### src/rtl/ct_mat_pkg.sv
// Shared types and constants for the matrix LSU row sequencer.
// Row transfer size, meta bit layout, FSM state encoding and request bundle.
package ct_mat_pkg;

  localparam int MAT_RLEN      = 512;
  localparam int MAT_ADDR_W    = 64;
  localparam int MAT_ROW_BYTES = MAT_RLEN / 8;
  localparam int META_ST_BIT   = 0;

  typedef enum logic [1:0] {
    ST_IDLE  = 2'd0,
    ST_ISSUE = 2'd1,
    ST_DONE  = 2'd2
  } mat_seq_state_e;

  typedef struct packed {
    logic [MAT_ADDR_W-1:0] addr;
    logic [7:0]            row;
    logic [15:0]           bytes;
    logic                  st;
    logic                  last;
    logic [15:0]           meta;
  } mat_lsu_req_t;

  // Bytes moved per row: the configured K, capped at one full row register.
  function automatic logic [15:0] row_bytes(input logic [15:0] k, input int unsigned max_b);
    if (32'(k) > max_b) return max_b[15:0];
    return k;
  endfunction

endpackage

### src/rtl/ct_mat_lsu_row_seq.sv
// Splits one matrix load/store into x_sizeM row requests; first request 1 cycle after sel, 1 row/cycle.
// Requests hold stable while mat_lsu_req_rdy is low; done pulses one cycle after the last row is accepted.
module ct_mat_lsu_row_seq
  import ct_mat_pkg::*;
#(
  parameter int RLEN   = MAT_RLEN,
  parameter int ADDR_W = MAT_ADDR_W
) (
  input  logic              forever_cpuclk,
  input  logic              cpurst_b,
  input  logic              idu_mat_rf_lsu_sel,
  input  logic [15:0]       idu_mat_rf_pipe8_lsu_meta,
  input  logic [ADDR_W-1:0] idu_mat_rf_pipe8_lsu_src0,
  input  logic              idu_mat_rf_pipe8_lsu_src1_vld,
  input  logic [ADDR_W-1:0] idu_mat_rf_pipe8_lsu_src1,
  input  logic [7:0]        x_sizeM,
  input  logic [15:0]       x_sizeK,
  input  logic              mat_flush,
  input  logic              mat_lsu_req_rdy,
  output logic              mat_lsu_req_vld,
  output logic [ADDR_W-1:0] mat_lsu_req_addr,
  output logic [7:0]        mat_lsu_req_row,
  output logic [15:0]       mat_lsu_req_bytes,
  output logic              mat_lsu_req_st,
  output logic              mat_lsu_req_last,
  output logic [15:0]       mat_lsu_req_meta,
  output logic              mat_lsu_busy,
  output logic              mat_lsu_done
);

  localparam int ROW_BYTES = RLEN / 8;

  mat_seq_state_e    state_q, state_d;
  mat_lsu_req_t      req_q, req_d;
  logic [ADDR_W-1:0] stride_q, stride_d;
  logic [7:0]        m_q, m_d;
  logic [15:0]       bytes_c;

  always_comb begin
    state_d  = state_q;
    req_d    = req_q;
    stride_d = stride_q;
    m_d      = m_q;
    bytes_c  = row_bytes(x_sizeK, ROW_BYTES);

    // Flush wins over everything: no latch, no advance, straight back to IDLE.
    if (mat_flush) begin
      state_d = ST_IDLE;
    end else begin
      case (state_q)
        ST_IDLE: begin
          if (idu_mat_rf_lsu_sel) begin
            req_d.addr  = idu_mat_rf_pipe8_lsu_src0;
            req_d.row   = 8'd0;
            req_d.bytes = bytes_c;
            req_d.st    = idu_mat_rf_pipe8_lsu_meta[META_ST_BIT];
            req_d.last  = (x_sizeM == 8'd1);
            req_d.meta  = idu_mat_rf_pipe8_lsu_meta;
            m_d         = x_sizeM;
            stride_d    = idu_mat_rf_pipe8_lsu_src1_vld ? idu_mat_rf_pipe8_lsu_src1
                                                        : ADDR_W'(bytes_c);
            state_d     = (x_sizeM != 8'd0) ? ST_ISSUE : ST_DONE;
          end
        end
        ST_ISSUE: begin
          if (mat_lsu_req_rdy) begin
            if (req_q.last) begin
              state_d = ST_DONE;
            end else begin
              req_d.addr = req_q.addr + stride_q;
              req_d.row  = req_q.row + 8'd1;
              // Not last here, so row <= M-2 and row+2 cannot overflow 8 bits.
              req_d.last = ((req_q.row + 8'd2) == m_q);
            end
          end
        end
        ST_DONE: state_d = ST_IDLE;
        default: state_d = ST_IDLE;
      endcase
    end
  end

  always_ff @(posedge forever_cpuclk or negedge cpurst_b) begin
    if (!cpurst_b) begin
      state_q  <= ST_IDLE;
      req_q    <= '0;
      stride_q <= '0;
      m_q      <= '0;
    end else begin
      state_q  <= state_d;
      req_q    <= req_d;
      stride_q <= stride_d;
      m_q      <= m_d;
    end
  end

  assign mat_lsu_req_vld   = (state_q == ST_ISSUE);
  assign mat_lsu_req_addr  = req_q.addr;
  assign mat_lsu_req_row   = req_q.row;
  assign mat_lsu_req_bytes = req_q.bytes;
  assign mat_lsu_req_st    = req_q.st;
  assign mat_lsu_req_last  = req_q.last;
  assign mat_lsu_req_meta  = req_q.meta;
  assign mat_lsu_busy      = (state_q != ST_IDLE);
  assign mat_lsu_done      = (state_q == ST_DONE);

  // The IDU may only start an instruction while the sequencer is idle.
  sel_only_when_idle: assert property (
    @(posedge forever_cpuclk) disable iff (!cpurst_b)
      idu_mat_rf_lsu_sel |-> (state_q == ST_IDLE)
  );

endmodule
### config.mk
export PLATFORM = sky130hd
export DESIGN_NAME = ct_mat_lsu_row_seq
export DESIGN_NICKNAME = d
export VERILOG_FILES = /design/src/rtl/ct_mat_pkg.sv /design/src/rtl/ct_mat_lsu_row_seq.sv
export SDC_FILE = /design/constraint.sdc
export NUM_CORES = 1
export LEC_CHECK = 0
export BUFFER_PORTS_ARGS = -buffer_cell sky130_fd_sc_hd__buf_2
export CAP_MARGIN = 40
export CORE_ASPECT_RATIO = 0.9
export CORE_MARGIN = 3
export CORE_UTILIZATION = 40
export DETAILED_ROUTE_END_ITERATION = 12
export HOLD_SLACK_MARGIN = 0.08
export PLACE_DENSITY = 0.73
export SLEW_MARGIN = 20
export SYNTH_ARGS = -nofsm -noshare
export SYNTH_HDL_FRONTEND = slang
export SYNTH_SLANG_ARGS = --single-unit
### constraint.sdc
create_clock -name forever_cpuclk -period 3.3 [get_ports forever_cpuclk]
set_input_delay 0.165 -clock forever_cpuclk [delete_from_list [all_inputs] [get_ports forever_cpuclk]]
set_output_delay 0.165 -clock forever_cpuclk [all_outputs]
set_load 0.005 [all_outputs]
==> After elaboration in Yosys (flattened, before gate mapping) <==
Index checks and enable logic that the tools add are counted.
{ "totals": {"inputBits": 174, "n_memories": 0, "latch_bits": 0, "wordCells": 49, "reg_bits": 180, "mem_bits_ro": 0, "mem_bits_rw": 0} }
{ "classes": {"shift": 0, "reduce_logical": 8, "n_mul": 0, "order_cmp": 1, "n_eq_ne": 10, "n_div": 0, "n_addsub": 3, "mux": 17, "bitwise": 1} }
{ "ops": {"columns": ["cell", "count"], "rows": [
  ["72-bit 2-to-1 mux", 2],
  ["72-bit case mux with 2 select lines", 1],
  ["106-bit 2-to-1 mux", 1],
  ["64-bit adder", 1],
  ["64-bit 2-to-1 mux", 1],
  ["16-bit 2-to-1 mux", 2],
  ["16-bit by 7-bit greater-than comparator with 1-bit output (second input constant)", 1],
  ["2-bit 2-to-1 mux", 5],
  ["8-bit by 1-bit adder with 8-bit output (second input constant)", 1],
  ["8-bit by 2-bit adder with 8-bit output (second input constant)", 1],
  ["8-bit by 1-bit == test with 1-bit output (second input constant)", 1],
  ["8-bit == test", 1],
  ["8-bit nonzero test", 1],
  ["2-bit inequality test (second input constant)", 3],
  ["3-bit inequality test (second input constant)", 2],
  ["3-bit AND reduction", 2],
  ["5-bit AND reduction", 1],
  ["2-bit case mux with 2 select lines", 1],
  ["4-bit AND reduction", 1],
  ["2-bit nonzero test", 2],
  ["1-bit 2-to-1 mux", 3],
  ["3-bit by 2-bit inequality test with 1-bit output (second input constant)", 1],
  ["2-bit by 1-bit == test with 1-bit output (second input constant)", 1],
  ["2-bit == test (second input constant)", 1],
  ["3 further kinds", 3]
]} }

==> Depth between registers and ports, before layout <==
{ "depth": {"word_depth": 5, "depth_mapped": 13, "ltp_nobuf": 13} }

==> Worst setup path after synthesis <==
OpenSTA, ideal clock, no wires.
{ "synth_timing": {"path_kind": "register to register", "startpoint": "register req_q (netlist bit mat_lsu_req_addr[0])", "endpoint": "register req_q (netlist bit mat_lsu_req_addr[58])", "path_stages_with_launch": 14, "arrival_time_ns": 3.110, "n_path_buf": 0, "setup_time_ns": 0.094, "period_less_slack_ns": 3.204, "setup_slack_ns": 0.096, "required_ns": 3.206, "path_cell_list": "dfrtp_1 -> ha_1 -> fa_1 -> a211oi_1 -> nor4_2 -> o211ai_1 -> a311oi_2 -> or3_4 -> a21oi_2 -> or2_4 -> o211ai_4 -> a31oi_1 -> xor2_1 -> a221oi_2"} }
{ "synth_between": {"elab_chain_cells": 4} }
{ "synth_rtl": {"columns": ["item", "line_no", "text"], "rows": [
  ["from (decl)", "ct_mat_lsu_row_seq.sv:34", "mat_lsu_req_t req_q, req_d;"],
  ["from (signal assigned)", "ct_mat_lsu_row_seq.sv:91", "req_q <= req_d;"],
  ["64-bit adder", "ct_mat_lsu_row_seq.sv:70", "req_d.addr = req_q.addr + stride_q;"],
  ["72-bit 2-to-1 mux", "ct_mat_lsu_row_seq.sv:67", "if (req_q.last) begin"],
  ["72-bit 2-to-1 mux", "ct_mat_lsu_row_seq.sv:66", "if (mat_lsu_req_rdy) begin"],
  ["72-bit case mux with 2 select lines", "ct_mat_lsu_row_seq.sv:50", "case (state_q)"]
]} }
No other way between the ends. The select of a mux whose other input is x is not followed.
A chain may end at the register's enable or synchronous reset.

==> Worst setup path after layout <==
{ "layout_timing": {"startpoint": "register stride_q[0]", "endpoint": "register req_q (netlist bit mat_lsu_req_addr[58])"} }
{ "layout_between": {"elab_chain_cells": 4} }
{ "layout_rtl": {"columns": ["item", "line_no", "text"], "rows": [
  ["from (decl)", "ct_mat_lsu_row_seq.sv:35", "logic [ADDR_W-1:0] stride_q, stride_d;"],
  ["from (signal assigned)", "ct_mat_lsu_row_seq.sv:92", "stride_q <= stride_d;"],
  ["64-bit adder", "ct_mat_lsu_row_seq.sv:70", null],
  ["72-bit 2-to-1 mux", "ct_mat_lsu_row_seq.sv:67", null],
  ["72-bit 2-to-1 mux", "ct_mat_lsu_row_seq.sv:66", null],
  ["72-bit case mux with 2 select lines", "ct_mat_lsu_row_seq.sv:50", null]
]} }
No other way between the ends. The select of a mux whose other input is x is not followed.

==> results.cfg <==
[setup_path]
setup_crit_end_kind = register
timing.critical_path.slowest_stage_cell = sky130_fd_sc_hd__or3_4
critical_path.max_stage_delay_ns = 0.44
cp.arrival_ns = 3.63
critical_path_peak_fanout = 3
r2r_setup_slack_ns = 0.02
cp.required_ns = 3.65
timing.setup.critical_path_class = register to register
cp-start-kind = register
crit_chain = ha_2 > fa_2 > a211oi_4 > nor4_4 > o211ai_1 > a311oi_2 > or3_4 > a21oi_4 > or2_4 > o211ai_4 > a31oi_2 > xor2_1 > a221oi_2

[power_and_ir_drop]
vdd.ir_drop.worst_mv = 0.351
static-leakage-power_nw = 7.78
power_density_nw_per_um2 = 632
totalPowerFinal_w = 0.00993

[synthesis]
netlist_top_cells_count = sky130_fd_sc_hd__nand2_1, sky130_fd_sc_hd__dfrtp_1, sky130_fd_sc_hd__nor2_1
area_of_the_mapped_netlist_um2 = 11300
yosys.cell_types.count = 64
synth_instances = 1408
postSynthRegisterBits = 179
synth_top_area_share_pct = 39.5
post_synth_edffs = 0
synth_warnings = 0
post-synth-top-area-cell = sky130_fd_sc_hd__dfrtp_1
syn_nets = 1648
synth.most_common_cell = sky130_fd_sc_hd__nand2_1
fraction_of_the_yosys_area_taken_by_sequential_cells_pct = 39.5
ys_top_cells_by_area = sky130_fd_sc_hd__dfrtp_1, sky130_fd_sc_hd__nand2_1, sky130_fd_sc_hd__ha_1
avgSynthCellArea_um2 = 8.05
synth-async-reset-ratio_pct = 100
dominantRegCellSynth = sky130_fd_sc_hd__dfrtp_1

[drt]
highest_routed_metal_layer = met5
routedLengthMet1_um = 17600
1st_pass_router_iterations = 5
drt-total-wl_um = 40500
residual_antenna_violating_net_count_after_detailed_routing = 0
drt_iter0_drc = 887
dr_wl_met3_um = 3520
wire_per_inst_um = 18.4
met2_wire_len_um = 18500
vias_per_cell = 5.58
drcViolationCount = 0
vias = 12300

[sta]
fmaxAchievable_ghz = 0.305
final.period_utilization_pct = 99.4
grt_setup_unrepaired = yes
layout_min_cycle_time_ns = 3.28
drv_slew = 0
fin_worst_skew_ns = 0.0180
hold_viol = 0
layout_setup_ws_ns = 0.0201
finalSetupTns_ns = 0
worst-slew-pin-transition_ns = 0.793
setup_viol_count_final = 0
timing.slew.headroom_pct = 47.0

[die]
height_of_the_die_um = 166
die-width_um = 183
fp-row-count = 57
fp.dieArea_um2 = 30400
floorplan.initialDensity_pct = 41.3
io-pin-count = 283
core_region_area_um2 = 27500

[global_route]
grt_antenna_before_repair = 4
grt_first_pass_wirelength_um = 63900
grt.overflow.total = 0
number_of_global_route_vias_before_repair = 12200
grt_max_degree = 92
globalRouteTotalUtil_pct = 26.0

[place]
dp_hpwl_um = 27500
place.gp.congestion = 0.871
dpl.cell_count = 2003
detailed_place.area_um2 = 13300
portBuffers = 282
post-place-ws_ns = -0.137

[clock_network]
cts-buffers-inserted = 17
cts.reportedPaths.clkPinSlew_ns = 0.08
cts_num_sinks = 179
clock_tree.buffer_depth = 2
tritoncts = yes
clk_latency_ns = 0.45
cts_root_buf = sky130_fd_sc_hd__clkbuf_16
htreeDepth = 4

[job]
max_cap_viol_count = 0

[min_path]
hold_class = input port to async pin

[layout]
final_net_count = 2071
flow.area_growth_from_synthesis_pct = 38.6
final_layout_size_suffix_gt1_share_pct = 22.7
final_cells = 2199
final_area_um2 = 15700
num-fill-cells = 2380

[run_status]
outcome = complete, no violations
## report_power, final
group / internal [W] / switching [W] / leakage [nW] / total, W
Combinational: 0.00202 / 0.00263 / 5.20 / 0.00465
Sequential: 0.00264 / 0.000437 / 2.27 / 0.00308
Clock: 0.00118 / 0.00102 / 0.308 / 0.00220
Total: 0.00584 / 0.00409 / 7.78 / 0.00993
## cells in the final DEF, fill, tap and decap left out, types with 6 or more instances in the layout
cell type                         n
sky130_fd_sc_hd__nand3_1        101
sky130_fd_sc_hd__a211oi_1         7
sky130_fd_sc_hd__o211ai_1         6
sky130_fd_sc_hd__nor2_1         123
sky130_fd_sc_hd__nand2b_1         6
sky130_fd_sc_hd__dlygate4sd3_1  155
sky130_fd_sc_hd__and3_1          19
sky130_fd_sc_hd__a21o_1          30
sky130_fd_sc_hd__dfrtp_1        179
sky130_fd_sc_hd__a31oi_1         38
sky130_fd_sc_hd__inv_1           19
sky130_fd_sc_hd__ha_1            51
sky130_fd_sc_hd__o21ai_0         60
sky130_fd_sc_hd__ha_2             9
sky130_fd_sc_hd__nand2_1        301
sky130_fd_sc_hd__nor3_1          14
sky130_fd_sc_hd__or3_1            7
sky130_fd_sc_hd__o21ai_1         16
sky130_fd_sc_hd__buf_2          281
sky130_fd_sc_hd__nor2b_1          7
sky130_fd_sc_hd__o21bai_1         8
sky130_fd_sc_hd__xnor2_1         36
sky130_fd_sc_hd__and2_1          15
sky130_fd_sc_hd__buf_4           47
sky130_fd_sc_hd__a21oi_1        118
sky130_fd_sc_hd__xor2_1          34
sky130_fd_sc_hd__a221oi_1        21
sky130_fd_sc_hd__clkbuf_16       17
sky130_fd_sc_hd__nand4_1         16
## flip-flops by register name, indices dropped and copies added (netlist names)
signal / flops
mat_lsu_req_meta: 16
stride_q: 64
mat_lsu_req_last: 1
mat_lsu_req_addr: 64
m_q: 8
state_q: 2
mat_lsu_req_bytes: 16
mat_lsu_req_row: 8
## path summary, 6_finish.rpt
kind,startpoint,end,cells past startpoint
worst max-delay path,stride_q[0],mat_lsu_req_addr[58],13
worst min register to register,mat_lsu_req_meta[9],mat_lsu_req_meta[9],2
max in group asynchronous,cpurst_b,mat_lsu_req_addr[21],4
min in group forever_cpuclk,idu_mat_rf_pipe8_lsu_src1[0],stride_q[0],3
worst max register to register,stride_q[0],mat_lsu_req_addr[58],13
worst min-delay path,cpurst_b,mat_lsu_req_meta[4],2
## worst max-delay path: cells and delay by family, from the launching register on
kind | cells | cell delay, ns
DFF | 1 | 0.39
xor gates and xnor gates | 1 | 0.10
adders and majority gates | 2 | 0.60
and+or+nand+nor | 3 | 0.69
AOI/OAI and AO/OA | 7 | 1.41
## layout make-up
| class | count | area [µm²] | share of cell area (%) |
|---|---|---|---|
| Inverter | 20 | 75.1 | 0.478 |
| Tap cell | 354 | 443 | 2.82 |
| Timing Repair Buffer | 488 | 3410 | 21.7 |
| Sequential cell | 179 | 4480 | 28.5 |
| Clock buffer | 18 | 439 | 2.80 |
| Multi-Input combinational cell | 1125 | 6680 | 42.5 |
| Clock inverter | 14 | 185 | 1.18 |
| Antenna cell | 1 | 2.50 | 0.0159 |
## logic make-up (layout without fill, tap and decap cells)
kind of cell,after synthesis,count (layout),share of synthesized area [%]
multiplexers,2,2,0.177
XOR/XNOR,70,70,5.41
AO/OA/AOI/OAI,351,351,19.3
adder cells (fa/ha/maj),66,66,7.35
other,0,1,0
buffers and inverters,104,540,3.61
flip-flops,179,179,39.5
AND/OR/NAND/NOR,636,636,24.6
## layer usage
metal  up-vias  GRT usage, %
met5         -             0
met4         4          7.55
met3        79          6.36
met2       589          41.4
met1      5807          35.2
li1       5795             -
## per-stage QoR
step	hold WS (ns)	utilization [%]
5_1_grt	0.0854	57.2
3_3_place_gp	0.264	48.2
4_1_cts	0.0844	56.3
6_report	0.0613	57.2
3_5_place_dp	0.264	48.3
2_1_floorplan	-0.131	-
## what timing repair did
action                     CTS  global route
pin swaps                    5            18
setup endpoints to repair    6            10
hold endpoints to repair   235             0
hold buffers               155             0
resized for setup            6            32
setup buffers                0             7
Note: power is estimated with default switching activity, not from simulation.
